[src/rtl/cdb_arbiter.sv]
// Common-data-bus arbiter: round-robin grant among add/sub, mul/div and load
// units, broadcasting the winner's tag/data/dest on registered outputs.
module cdb_arbiter #(
    parameter int DATAW = 16,
    parameter int TAGW  = 4
) (
    input  logic             CLK,
    input  logic             CLR,
    input  logic [2:0]       req,
    input  logic [TAGW-1:0]  tag0,
    input  logic [TAGW-1:0]  tag1,
    input  logic [TAGW-1:0]  tag2,
    input  logic [DATAW-1:0] data0,
    input  logic [DATAW-1:0] data1,
    input  logic [DATAW-1:0] data2,
    input  logic [2:0]       dest0,
    input  logic [2:0]       dest1,
    input  logic [2:0]       dest2,
    input  logic             stall,
    output logic [2:0]       ack,
    output logic             cdb_valid,
    output logic [TAGW-1:0]  cdb_tag,
    output logic [DATAW-1:0] cdb_data,
    output logic [2:0]       cdb_dest,
    output logic             tag_err,
    output logic [15:0]      bcast_cnt
);

    logic [TAGW-1:0]  tag_arr  [3];
    logic [DATAW-1:0] data_arr [3];
    logic [2:0]       dest_arr [3];

    assign tag_arr[0]  = tag0;
    assign tag_arr[1]  = tag1;
    assign tag_arr[2]  = tag2;
    assign data_arr[0] = data0;
    assign data_arr[1] = data1;
    assign data_arr[2] = data2;
    assign dest_arr[0] = dest0;
    assign dest_arr[1] = dest1;
    assign dest_arr[2] = dest2;

    logic [2:0] elig;
    logic [2:0] bad_req;

    // A unit whose ack is currently visible has not yet had a chance to drop req.
    for (genvar gi = 0; gi < 3; gi++) begin : g_unit
        assign elig[gi]    = req[gi] & ~ack[gi] & (tag_arr[gi] != '0) & ~stall;
        assign bad_req[gi] = req[gi] & (tag_arr[gi] == '0);
    end

    logic [1:0] ptr_reg;
    logic [1:0] ptr_next;
    logic       found;
    logic [1:0] sel;
    logic [2:0] pos;

    always_comb begin
        found = 1'b0;
        sel   = 2'd0;
        pos   = 3'd0;
        for (int i = 0; i < 3; i++) begin
            pos = {1'b0, ptr_reg} + 3'(i);
            if (pos >= 3'd3) pos = pos - 3'd3;
            if (!found && elig[pos[1:0]]) begin
                found = 1'b1;
                sel   = pos[1:0];
            end
        end
    end

    assign ptr_next = (sel == 2'd2) ? 2'd0 : sel + 2'd1;

    always_ff @(posedge CLK or posedge CLR) begin
        if (CLR) begin
            ack       <= '0;
            cdb_valid <= 1'b0;
            cdb_tag   <= '0;
            cdb_data  <= '0;
            cdb_dest  <= '0;
            tag_err   <= 1'b0;
            bcast_cnt <= '0;
            ptr_reg   <= 2'd0;
        end else begin
            tag_err <= tag_err | (|bad_req);
            if (found) begin
                ack       <= 3'b001 << sel;
                cdb_valid <= 1'b1;
                cdb_tag   <= tag_arr[sel];
                cdb_data  <= data_arr[sel];
                cdb_dest  <= dest_arr[sel];
                bcast_cnt <= bcast_cnt + 16'd1;
                ptr_reg   <= ptr_next;
            end else begin
                // Data and dest hold so the register file sees stable fields when idle.
                ack       <= '0;
                cdb_valid <= 1'b0;
                cdb_tag   <= '0;
            end
        end
    end

endmodule

[config.mk]
export PLATFORM = sky130hd
export DESIGN_NAME = cdb_arbiter
export DESIGN_NICKNAME = d
export VERILOG_FILES = /design/src/rtl/cdb_arbiter.sv
export SDC_FILE = /design/constraint.sdc
export NUM_CORES = 1
export LEC_CHECK = 0
export BUFFER_PORTS_ARGS = -buffer_cell sky130_fd_sc_hd__buf_4
export CAP_MARGIN = 15
export CORE_MARGIN = 1
export CORE_UTILIZATION = 48
export DETAILED_ROUTE_END_ITERATION = 8
export PLACE_DENSITY = 0.95
export SLEW_MARGIN = 40
export SYNTH_ARGS = -nofsm -noshare
export SYNTH_HDL_FRONTEND = slang
export SYNTH_SLANG_ARGS = --single-unit
[constraint.sdc]
create_clock -name CLK -period 7.5 [get_ports CLK]
set_input_delay 0.75 -clock CLK [delete_from_list [all_inputs] [get_ports CLK]]
set_output_delay 0.75 -clock CLK [all_outputs]
set_load 0.005 [all_outputs]
==> metrics <==
Inserted Diodes 0; Worst path max stage delay 600 ps; r2r startpoint ptr_reg[0]; Die ar. 0.00495 mm²; Hold Crit Class register to register; Setup Viol. Count Final 0; Post-Syn Area per Cell 10.5 µm²; Reg2Reg Depth 8; sequential area share after synthesis 51.3%; DP HPWL 4620 µm; area occupied by multi-input gates 0.00101 mm²; largest net degree at the start of global routing 51; Crit path arrival time 3260 ps; fraction of layout cells with a size suffix above 1 41.5%; final period utilization 40.9%; Regs by FF count bcast_cnt (16), cdb_data (16), cdb_tag (4); drt pass-1 iters 4; final hold viol count 0; WHS 483 ps; worst vdd ir 195 µV; Critical Path Start tag1[0]; Buffers on Ports 118; Register Area 0.00115 mm²; Synth Net Count 292; Final Non-Filler Cells 380; post-synthesis register bit count 46; H-tree Lvls 2; worst skew pair latency 300 ps; GPL Wtd Cong 0.849; CP max-delay cell nor4_1; wire per inst 16.6 µm; TritonCTS clock tree built; power share of the combinational group 46.5%; row count 24; postcts setup bufs 0; CP cell instances buf_4 > nor4_1 > o22ai_1 > maj3_1 > o221a_4 > and2_1 > a221o_1; Tot Pwr 0.00118 W; Setup Crit Path Kind input pin to register; Max Cap Viol 0; nets@finish 405; remaining antenna violation count 0; Cells after DPL 372; CTS root buffer clkbuf_8; CP endpoint cdb_data[8]; Layout area overhead 47.2%; Reg clk slew, reported paths 90 ps; via count 2,164; Worst Setup Start Kind input pin; sw frac 36.3%; Pleak 1.62 nW; Worst Path Required 7690 ps; Resize count post-CTS 0; R2R setup slack 4550 ps; final WL 6300 µm; DRC Markers 0; first-pass GRT wire length 10,100 µm; Die Wd 70.4 µm; # IOs 119; Slew HR 51.6%; highest clock rate 0.326 GHz; Cell Int Power 0.000753 W; All-Layer GR Usage 26.4%; RSZ-0062 raised after global routing no; R2R Path End cdb_data[8]; CTS sink cnt 46; setup TNS 0 ps; gr ovfl total 0; distinct cell type count after synthesis 36; outcome completed; sw power 0.000430 W; Crit Path Max Fanout 50; Clock power frac 19.1%; Core ar. 0.00441 mm²; Vias/cell 5.69; fillers 310; final instance area 0.00330 mm²; Final Skew 7.85 ps; Max Slew Vio Count 0; Mapped Area 0.00224 mm²; PwrDens 358 mW/mm²; hold_buf cts 0; CTS buffer count 5; Final min period 3070 ps; CP endpoint kind register; starting density of the core 50.9%; vias in the first global route 2,152; initial antenna violation count 0; yosys warns 0; Die Span Y 70.4 µm; initial detailed-routing violation count 143; Area after DPL 0.00315 mm²; sequential share of power 34.4%; Longest Clk Path Bufs 2; Tightest Pin Transition 726 ps; Post-Synthesis Cells 214
cell usage after synthesis:
library cell  number  area [µm²]
o41ai_1            1        8.76
xor2_1             1        8.76
and3_1             9        56.3
a21o_1             2        15.0
a31oi_1           13        81.3
a2111oi_4          1        27.5
o221a_2            1        11.3
a22oi_1           18         135
and2_1             1        6.26
o22ai_1            1        6.26
nor3_1             2        10.0
a221o_1            6        60.1
o21bai_1           1        7.51
or2_2              1        6.26
a22o_1             6        52.6
nor4_1             4        25.0
xnor2_1           14         123
buf_6              1        11.3
nand2_1           22        82.6
nor2_1            14        52.6
and4_1             1        8.76
clkbuf_1          12        45.0
a21oi_1            1        5.00
or3b_1             2        17.5
dfrtp_1           46        1150
ha_1               3        37.5
or3_1              1        6.26
inv_1              8        30.0
buf_2              1        5.00
or4b_4             1        13.8
nand3_1            8        40.0
maj3_1             1        10.0
mux2_2             1        11.3
nand4_1            7        43.8
a311oi_4           1        26.3
nor2_2             1        6.26
logic make-up (layout without fill, tap and decap cells):
kind of cell,after synthesis,count (layout),synth area share (%)
adder cells (fa/ha/maj),4,4,2.12
buffers and inverters,22,136,4.07
flip-flops,46,46,51.3
XOR/XNOR,15,15,5.85
multiplexers,1,1,0.502
AND/OR/NAND/NOR,74,74,16.7
AO/OA/AOI/OAI,52,52,19.5
critical path: cells and delay by family:
| kind | cells | cell delay [ps] |
|---|---|---|
| compound gates | 3 | 1050 |
| simple gates | 2 | 910 |
| fa+ha+maj | 1 | 410 |
| buf+inv | 1 | 110 |
cell usage in the layout (no fill, tap or decap), types with 2 or more instances in the layout:
cell       synthesis  routed
xnor2_1           14      14
a31oi_1           13      13
buf_4              0     120
inv_1              8       7
dfrtp_1           46      46
or3b_1             2       2
a22o_1             6       6
nand4_1            7       7
bufinv_16          0       2
a22oi_1           18      18
nor3_1             2       2
a21o_1             2       2
nand2_1           22      22
nor2_1            14      14
clkbuf_8           0       6
ha_1               3       3
nand3_1            8       8
and3_1             9       9
a221o_1            6       6
nor4_1             4       4
stage by stage:
| stage | util, % | setup WS (ps) |
|---|---|---|
| after floorplan | - | 4660 |
| after global placement | 71.3 | 4150 |
| after detailed placement | 71.4 | 4000 |
| after CTS | 74.6 | 4320 |
| after global routing | 74.8 | 4280 |
| final | 74.8 | 4430 |
layer usage:
layer	part of all wire [%]	GRT usage [%]	vias up	routed length, µm
met5	0	0	-	0
met4	2.2	12.0	0	140
met3	5.5	4.18	15	348
met2	55	49.0	86	3440
met1	38	29.3	1044	2370
li1	-	-	1019	-
worst min path at each step:
stage | startpoint | to | depth (start not counted) | slack, ps
2_1_floorplan | tag_err | tag_err | 2 | 460
3_3_place_gp | tag_err | tag_err | 2 | 460
3_5_place_dp | tag_err | tag_err | 2 | 470
4_1_cts | tag_err | tag_err | 2 | 490
5_1_grt | tag_err | tag_err | 2 | 520
6_report | bcast_cnt[15] | bcast_cnt[15] | 1 | 480
power by group through the flow:
stage / combinational [W] / clock (W) / sequential, W
4_1_cts: 0.000546 / 0.000230 / 0.000406
5_1_grt: 0.000599 / 0.000238 / 0.000417
3_5_place_dp: 0.000540 / 0 / 0.000410
6_report: 0.000550 / 0.000226 / 0.000407
2_1_floorplan: 0.000321 / 0 / 0.000402
3_3_place_gp: 0.000518 / 0 / 0.000407
layout make-up:
cell class                 instances  area share, %
sequential                        46           34.8
timing repair buffer             120           27.3
inverter                           8          0.985
clock inverter                     2           1.82
clock buffer                       6           2.50
multi-input combinational        146           30.6
tap                               52           1.97
Power figures use the tool's default switching activity.
